## src/rtl/mem_seq_control_if.sv

```systemverilog
// LC-3b opcode encoding and the MEM-stage sequencer bus (pipeline side and memory side).
// The master modport drives the instruction and memory response; the slave is the sequencer.
package lc3b_pkg;
    typedef enum logic [3:0] {
        op_br   = 4'b0000,
        op_add  = 4'b0001,
        op_ldb  = 4'b0010,
        op_stb  = 4'b0011,
        op_jsr  = 4'b0100,
        op_and  = 4'b0101,
        op_ldr  = 4'b0110,
        op_str  = 4'b0111,
        op_rti  = 4'b1000,
        op_not  = 4'b1001,
        op_ldi  = 4'b1010,
        op_sti  = 4'b1011,
        op_jmp  = 4'b1100,
        op_shf  = 4'b1101,
        op_lea  = 4'b1110,
        op_trap = 4'b1111
    } lc3b_opcode;
endpackage

interface mem_seq_control_if #(
    parameter int DATA_WIDTH = 16
);
    import lc3b_pkg::*;

    logic                  stage_valid;
    lc3b_opcode            opcode;
    logic                  mem_resp;
    logic [DATA_WIDTH-1:0] mem_rdata;
    logic                  proceed;
    logic                  mem_read;
    logic                  mem_write;
    logic                  addr_sel;
    logic                  ptr_load;
    logic [DATA_WIDTH-1:0] ptr_reg;
    logic                  busy;
    logic                  timeout_err;

    modport master (
        output stage_valid, opcode, mem_resp, mem_rdata,
        input  proceed, mem_read, mem_write, addr_sel, ptr_load, ptr_reg, busy, timeout_err
    );

    modport slave (
        input  stage_valid, opcode, mem_resp, mem_rdata,
        output proceed, mem_read, mem_write, addr_sel, ptr_load, ptr_reg, busy, timeout_err
    );
endinterface

```

## src/rtl/mem_seq_control.sv

```systemverilog
// MEM-stage access sequencer: direct accesses in one step, indirect ones as a pointer chain.
// Define MEM_SEQ_TIMEOUT_EN to build the per-access wait limit and timeout_err abort.
module mem_seq_control
    import lc3b_pkg::*;
#(
    parameter int DATA_WIDTH     = 16,
    parameter int INDIRECT_DEPTH = 1,
    parameter int TIMEOUT_CYCLES = 64
) (
    input  logic               clk,
    input  logic               reset,
    mem_seq_control_if.slave   bus
);
    localparam int CNT_W = $clog2(INDIRECT_DEPTH + 1);
    localparam logic [CNT_W-1:0] LP_DEPTH = CNT_W'(INDIRECT_DEPTH);

    typedef enum logic [1:0] {S_IDLE, S_PTR, S_FINAL} state_t;

    state_t                r_state;
    logic                  r_store;
    logic [CNT_W-1:0]      r_ptr_cnt;
    logic [DATA_WIDTH-1:0] r_ptr_reg;

    logic             w_is_load, w_is_store, w_is_ind;
    logic             w_rd, w_wr, w_sel, w_proceed, w_ptr_load, w_timeout;
    logic [CNT_W-1:0] w_cnt_inc;

    assign w_is_load  = bus.opcode inside {op_ldr, op_ldb, op_trap};
    assign w_is_store = bus.opcode inside {op_str, op_stb};
    assign w_is_ind   = bus.opcode inside {op_ldi, op_sti};
    assign w_cnt_inc  = r_ptr_cnt + CNT_W'(1);

    always_comb begin
        w_rd      = 1'b0;
        w_wr      = 1'b0;
        w_sel     = 1'b0;
        w_proceed = 1'b0;
        case (r_state)
            S_IDLE: begin
                if (!bus.stage_valid) begin
                    w_proceed = 1'b1;
                end else if (w_is_load) begin
                    w_rd      = 1'b1;
                    w_proceed = bus.mem_resp;
                end else if (w_is_store) begin
                    w_wr      = 1'b1;
                    w_proceed = bus.mem_resp;
                end else if (w_is_ind) begin
                    w_rd = 1'b1;
                end else begin
                    w_proceed = 1'b1;
                end
            end
            S_PTR: begin
                w_sel = 1'b1;
                w_rd  = 1'b1;
            end
            S_FINAL: begin
                w_sel     = 1'b1;
                w_wr      = r_store;
                w_rd      = !r_store;
                w_proceed = bus.mem_resp;
            end
            default: ;
        endcase
    end

    assign w_ptr_load = bus.mem_resp &&
                        (((r_state == S_IDLE) && bus.stage_valid && w_is_ind) || (r_state == S_PTR));

`ifdef MEM_SEQ_TIMEOUT_EN
    localparam int TO_W = $clog2(TIMEOUT_CYCLES + 1);

    logic [TO_W-1:0] r_wait;
    logic            w_strobe;

    assign w_strobe  = w_rd || w_wr;
    // Fires on the TIMEOUT_CYCLES-th consecutive cycle of waiting.
    assign w_timeout = w_strobe && !bus.mem_resp && (r_wait == TO_W'(TIMEOUT_CYCLES - 1));

    // State only moves on mem_resp or timeout, so those cover the state-change clear.
    always_ff @(posedge clk or posedge reset) begin
        if (reset) begin
            r_wait <= '0;
        end else if (!w_strobe || bus.mem_resp || w_timeout) begin
            r_wait <= '0;
        end else begin
            r_wait <= r_wait + TO_W'(1);
        end
    end
`else
    logic [$clog2(TIMEOUT_CYCLES + 1)-1:0] w_unused_to;
    assign w_unused_to = '0;
    assign w_timeout   = 1'b0;
`endif

    always_ff @(posedge clk or posedge reset) begin
        if (reset) begin
            r_state   <= S_IDLE;
            r_store   <= 1'b0;
            r_ptr_cnt <= '0;
            r_ptr_reg <= '0;
        end else begin
            if (w_ptr_load) begin
                r_ptr_reg <= bus.mem_rdata;
            end
            if (w_timeout) begin
                r_state <= S_IDLE;
            end else begin
                case (r_state)
                    S_IDLE: begin
                        if (bus.stage_valid && w_is_ind && bus.mem_resp) begin
                            r_store   <= (bus.opcode == op_sti);
                            r_ptr_cnt <= CNT_W'(1);
                            r_state   <= (INDIRECT_DEPTH > 1) ? S_PTR : S_FINAL;
                        end
                    end
                    S_PTR: begin
                        if (bus.mem_resp) begin
                            r_ptr_cnt <= w_cnt_inc;
                            if (w_cnt_inc == LP_DEPTH) begin
                                r_state <= S_FINAL;
                            end
                        end
                    end
                    S_FINAL: begin
                        if (bus.mem_resp) begin
                            r_state <= S_IDLE;
                        end
                    end
                    default: r_state <= S_IDLE;
                endcase
            end
        end
    end

    // Reset gates every combinational output so an in-flight chain aborts with no pulse.
    assign bus.proceed     = !reset && (w_proceed || w_timeout);
    assign bus.mem_read    = !reset && w_rd && !w_timeout;
    assign bus.mem_write   = !reset && w_wr && !w_timeout;
    assign bus.addr_sel    = !reset && w_sel;
    assign bus.ptr_load    = !reset && w_ptr_load;
    assign bus.busy        = !reset && (r_state != S_IDLE);
    assign bus.timeout_err = !reset && w_timeout;
    assign bus.ptr_reg     = r_ptr_reg;
endmodule

```

## src/flat_wrapper.sv

```systemverilog
// flat-port wrapper written by rule: the top's interface ports become plain ports
module mem_seq_control_flat import lc3b_pkg::*;
#(
    parameter int DATA_WIDTH     = 16,
    parameter int INDIRECT_DEPTH = 1,
    parameter int TIMEOUT_CYCLES = 64
)
  (clk, reset, bus_stage_valid, bus_opcode, bus_mem_resp, bus_mem_rdata, bus_proceed, bus_mem_read, bus_mem_write, bus_addr_sel, bus_ptr_load, bus_ptr_reg, bus_busy, bus_timeout_err);
  mem_seq_control_if #(.DATA_WIDTH(DATA_WIDTH)) bus_i ();
  input  logic clk;
  input  logic reset;
  input wire logic [$bits(bus_i.stage_valid)-1:0] bus_stage_valid;
  input wire logic [$bits(bus_i.opcode)-1:0] bus_opcode;
  input wire logic [$bits(bus_i.mem_resp)-1:0] bus_mem_resp;
  input wire logic [$bits(bus_i.mem_rdata)-1:0] bus_mem_rdata;
  output wire logic [$bits(bus_i.proceed)-1:0] bus_proceed;
  output wire logic [$bits(bus_i.mem_read)-1:0] bus_mem_read;
  output wire logic [$bits(bus_i.mem_write)-1:0] bus_mem_write;
  output wire logic [$bits(bus_i.addr_sel)-1:0] bus_addr_sel;
  output wire logic [$bits(bus_i.ptr_load)-1:0] bus_ptr_load;
  output wire logic [$bits(bus_i.ptr_reg)-1:0] bus_ptr_reg;
  output wire logic [$bits(bus_i.busy)-1:0] bus_busy;
  output wire logic [$bits(bus_i.timeout_err)-1:0] bus_timeout_err;
  assign bus_i.stage_valid = bus_stage_valid;
  assign bus_i.opcode = bus_opcode;
  assign bus_i.mem_resp = bus_mem_resp;
  assign bus_i.mem_rdata = bus_mem_rdata;
  assign bus_proceed = bus_i.proceed;
  assign bus_mem_read = bus_i.mem_read;
  assign bus_mem_write = bus_i.mem_write;
  assign bus_addr_sel = bus_i.addr_sel;
  assign bus_ptr_load = bus_i.ptr_load;
  assign bus_ptr_reg = bus_i.ptr_reg;
  assign bus_busy = bus_i.busy;
  assign bus_timeout_err = bus_i.timeout_err;
  mem_seq_control #(.DATA_WIDTH(DATA_WIDTH), .INDIRECT_DEPTH(INDIRECT_DEPTH), .TIMEOUT_CYCLES(TIMEOUT_CYCLES)) u_core (.clk(clk), .reset(reset), .bus(bus_i));
endmodule
```

## config.mk

```make
export PLATFORM = sky130hd
export DESIGN_NAME = mem_seq_control_flat
export DESIGN_NICKNAME = d
export VERILOG_FILES = /design/src/rtl/mem_seq_control_if.sv /design/src/rtl/mem_seq_control.sv /design/src/flat_wrapper.sv
export SDC_FILE = /design/constraint.sdc
export NUM_CORES = 1
export LEC_CHECK = 0
export CORE_ASPECT_RATIO = 1.25
export CORE_MARGIN = 2
export CORE_UTILIZATION = 40
export DETAILED_ROUTE_END_ITERATION = 8
export PLACE_DENSITY = 0.82
export SYNTH_ARGS = -nofsm -noshare
export SYNTH_HDL_FRONTEND = slang
export SYNTH_SLANG_ARGS = --single-unit
export TNS_END_PERCENT = 10
```

## constraint.sdc

```tcl
create_clock -name clk -period 4.2 [get_ports clk]
set_input_delay 0.63 -clock clk [delete_from_list [all_inputs] [get_ports clk]]
set_output_delay 0.63 -clock clk [all_outputs]
set_load 0.01 [all_outputs]
```

== After elaboration in Yosys (flattened, before gate mapping) ==
Index checks and enable logic that the tools add are counted.
Cells by class
  reduce and logical (&&, ||, !) cells: 24
  multiplexer cells: 23
  add/sub/neg operators: 1
  equality and inequality tests: 13
Operators by type and width (count)
  1-bit two-way mux: 14
  4-bit equality test, second input constant: 3
  1-bit logical AND: 11
  4-bit by 2-bit equality test with 1-bit output, second input constant: 2
  4-bit by 3-bit equality test with 1-bit output, second input constant: 2
  2-bit two-way mux: 4
  2-bit nonzero test: 4
  2-bit != test, second input constant: 3
  1-bit case mux with 2 select lines: 3
  2-bit case mux with 3 select lines: 1
  4-bit AND reduction: 1
  1-bit case mux with 3 select lines: 1
  3-bit AND reduction: 1
  3-bit nonzero test: 1
  2-bit by 1-bit equality test with 1-bit output, second input constant: 1
  2-bit equality test, second input constant: 1
  1-bit logical NOT: 2
  2-bit logical NOT: 1
  2-bit by 1-bit != test with 1-bit output, second input constant: 1
  2-bit AND reduction: 1
  2-bit OR reduction: 1
  1-bit adder, second input constant: 1
  1-bit logical OR: 1
Word-level totals
  logic and storage cells: 65
  flip-flop bits (word level): 20
  bits of input ports: 24
  output and inout port bits: 23

== Depth between registers and ports, before layout ==
  depth after elaboration: 8
  gate-level depth with buffers: 5
  gate-level depth less buffers: 3

== Worst setup path before layout ==
OpenSTA, ideal clock, no wires.
  path kind: input -> output
  start: input port bus_opcode[3]
  end: output port bus_mem_write
  required time: 3.570 ns
  data arrival time: 1.452 ns
  buffers on the path: 0
  cell stages on the path: 3
  slack: 2.118 ns
  cells stage by stage: nand2b_1 > or3b_2 > a21oi_1
On the way
  longest elaborated chain between the ends: 7
  elaborated cells on any way between the ends: 12
  classes of those cells: eq/ne: 5; mux: 4; reduce/logical: 3
RTL lines
  from (decl): line flat_wrapper.sv:13  | input wire logic [$bits(bus_i.opcode)-1:0] bus_opcode;
  4-bit by 3-bit equality test with 1-bit output or 4-bit by 2-bit equality test with 1-bit output (tied branches): line mem_seq_control.sv:29  | assign w_is_store = bus.opcode inside {op_str, op_stb};
  2-bit nonzero test: line mem_seq_control.sv:29
  1-bit two-way mux: line mem_seq_control.sv:45  | end else if (w_is_store) begin
  1-bit two-way mux *: line mem_seq_control.sv:42  | end else if (w_is_load) begin
  1-bit two-way mux *: line mem_seq_control.sv:40  | if (!bus.stage_valid) begin
  1-bit case mux with 2 select lines *: line mem_seq_control.sv:38  | case (r_state)
  1-bit logical AND *: line mem_seq_control.sv:140  | assign bus.mem_write = !reset && w_wr && !w_timeout;
  to (decl): line flat_wrapper.sv:18  | output wire logic [$bits(bus_i.mem_write)-1:0] bus_mem_write;
Mark *: on every way between the ends. The rest lies on a longest branch, timed or not.

== Final worst setup path ==
Same ends and word-level chain as after synthesis.

==> results.json <==
{
  "run_status": "finished clean",
  "hold_bufs_at_cts": 0,
  "timing.critical_path.fanout_max": 4,
  "post-route-min-period_ns": 3.09,
  "power.density_nw_per_um2": 385,
  "setup_tns_ns": 0,
  "total_wire_length_mm": 1.77,
  "rsz0062_at_grt": "no",
  "maximum_number_of_pins_on_one_net_before_global_route_repair": 20,
  "antenna_violations_before_repair": 0,
  "cts_bufs_inserted": 3,
  "first_global_vias": 688,
  "cts_repair_resize_count": 0,
  "core_area_um2": 1980,
  "cts_setup_buffers": 0,
  "synth-seq-cells": 18,
  "setup_viol": 0,
  "period_share_pct": 73.5,
  "final-max-slew-violation-count": 0,
  "gp_congestion": 0.758,
  "cts_num_sinks": 18,
  "die-width_um": 45.0,
  "tritoncts_clock_tree": "yes",
  "remaining_drc_errors": 0,
  "timing.final.hold_violations": 0,
  "place.detailed.hpwl_mm": 1.36,
  "synth_cells": 60,
  "flip_flop_count_of_the_largest_register_all_copies_and_words_added": 16,
  "ys_top_cells_by_area": "sky130_fd_sc_hd__dfrtp_1, sky130_fd_sc_hd__mux2_4, sky130_fd_sc_hd__mux2_2",
  "globalRouteTotalUtil_pct": 16.1,
  "critPathLaunchType": "input port",
  "critPathRequiredTime_ns": 3.57,
  "detailed_route_iter0_violations": 4,
  "row_count": 18,
  "port-buffer-count": 45,
  "cts.path.max_buffers": 2,
  "effective_utilization_at_floorplan_pct": 42.4,
  "endpoint_kind": "primary output",
  "layout.nets": 131,
  "firstDrtPassIters": 4,
  "syn-mean-instance-area_um2": 14.0,
  "post_route_cells_drive_above_1_share_pct": 22.9,
  "final_antenna_net_count": 0,
  "hp-class": "reg2reg",
  "finClkSkew_ns": 0.00255,
  "synth_area_um2": 841,
  "viasPerCell": 5.00,
  "detail_route.wl_per_cell_um": 14.1,
  "clock_insertion_delay_worst_skew_ns": 0.28,
  "area_growth_pct": 54.6,
  "ios": 47,
  "timing_worst_setup_path_type": "in2out",
  "diodes": 0,
  "power_total_mw": 0.501,
  "worstPathArrival_ns": 2.46,
  "chipHeight_um": 55.3,
  "clk_transition_reported_paths_ns": 0.09,
  "holdWs_ns": 0.517,
  "post-synth-top-area-fraction_pct": 53.6,
  "grt_first_pass_wirelength_mm": 2.93,
  "die_area_um2": 2490,
  "max_cap_violations": 0,
  "synth_warnings": 0,
  "synth_area_leader_cell": "sky130_fd_sc_hd__dfrtp_1",
  "vdd_drop_max_mv": 0.230,
  "mappedNetlistNets": 84,
  "vias": 625,
  "globalRoute.totalOverflow": 0,
  "timing.fmax_mhz": 324,
  "root_buffer": "sky130_fd_sc_hd__clkbuf_4",
  "h-tree-depth": 1,
  "synth_cell_types": 22,
  "synth-seq-area-share_pct": 53.6,
  "cellLeakagePower_nw": 0.567
}
## stage by stage
| stage | std cells | utilization (%) | setup slack [ns] | instance area [um2] |
|---|---|---|---|---|
| 2_1_floorplan | 60 | - | 2.12 | 841 |
| 3_3_place_gp | 122 | 64.5 | 1.18 | 1280 |
| 3_5_place_dp | 122 | 64.5 | 1.13 | 1280 |
| 4_1_cts | 125 | 65.6 | 1.13 | 1300 |
| 5_1_grt | 125 | 65.6 | 1.07 | 1300 |
| 6_report | 125 | 65.6 | 1.11 | 1300 |
## layer usage
layer	global-route usage [%]	wire length (um)
met1	17.6	680
met2	26.9	895
met3	3.92	154
met4	8.82	34
met5	0	0
## power by group
group,switching (mW),internal [mW],leakage [nW]
logic,0.0571,0.126,0.330
registers,0.0233,0.213,0.223
clock network,0.0484,0.0333,0.0138
## critical path, cell delays in order
cell,delay [ns]
sky130_fd_sc_hd__clkdlybuf4s50_1,0.46
sky130_fd_sc_hd__nand2b_1,0.18
sky130_fd_sc_hd__or3b_2,0.46
sky130_fd_sc_hd__a21oi_1,0.17
sky130_fd_sc_hd__clkdlybuf4s50_1,0.56
## final timing paths
path / cells past startpoint / slack (ns) / start / to
setup / recovery: 5 / 1.11 / bus_opcode[3] / bus_mem_write
hold / removal: 1 / 0.52 / u_core.bus.ptr_reg[3] / u_core.bus.ptr_reg[3]
setup reg to reg: 3 / 2.70 / u_core.r_state[1] / u_core.bus.ptr_reg[7]
hold reg to reg: 1 / 0.52 / u_core.bus.ptr_reg[3] / u_core.bus.ptr_reg[3]
max in group asynchronous: 3 / 2.98 / reset / u_core.bus.ptr_reg[1]
min in group asynchronous: 2 / 0.75 / reset / u_core.bus.ptr_reg[6]
## Yosys cell counts
library cell and n:
sky130_fd_sc_hd__a31oi_1 1, sky130_fd_sc_hd__nor2b_1 1, sky130_fd_sc_hd__and4_4 1, sky130_fd_sc_hd__nor2_2 1
sky130_fd_sc_hd__nand2b_1 1, sky130_fd_sc_hd__mux2_2 9, sky130_fd_sc_hd__buf_4 2, sky130_fd_sc_hd__and2_1 2
sky130_fd_sc_hd__o21ai_0 1, sky130_fd_sc_hd__buf_12 1, sky130_fd_sc_hd__a22o_1 1, sky130_fd_sc_hd__buf_6 1
sky130_fd_sc_hd__a21o_1 1, sky130_fd_sc_hd__inv_1 3, sky130_fd_sc_hd__or3b_2 1, sky130_fd_sc_hd__nor2_1 1
sky130_fd_sc_hd__conb_1 1, sky130_fd_sc_hd__o2bb2ai_1 1, sky130_fd_sc_hd__mux2_4 8, sky130_fd_sc_hd__a21oi_1 1
sky130_fd_sc_hd__dfrtp_1 18, sky130_fd_sc_hd__nand2_1 3
## cell families after synthesis
family	after synthesis	share of synthesized area [%]
and+or+nand+nor	11	7.89
muxes	17	26.3
AOI/OAI and AO/OA	6	4.91
buffers and inverters	7	6.84
other	1	0.446
DFF	18	53.6
## layout by cell type, fill, tap and decap left out, drive strengths merged, types with 2 or more instances in the layout
cell type	instances
clkdlybuf4s50	45
dfrtp	18
mux2	17
inv	3
nand2	3
clkbuf	3
and2	2
nor2	2
## area by class of cell
cell class / count / area, um2
Fill cell: 165 / 682
Timing Repair Buffer: 46 / 458
Sequential cell: 18 / 450
Multi-Input combinational cell: 35 / 333
Tap cell: 20 / 25.0
Clock buffer: 3 / 22.5
Inverter: 3 / 11.3
Power figures use the tool's default switching activity.
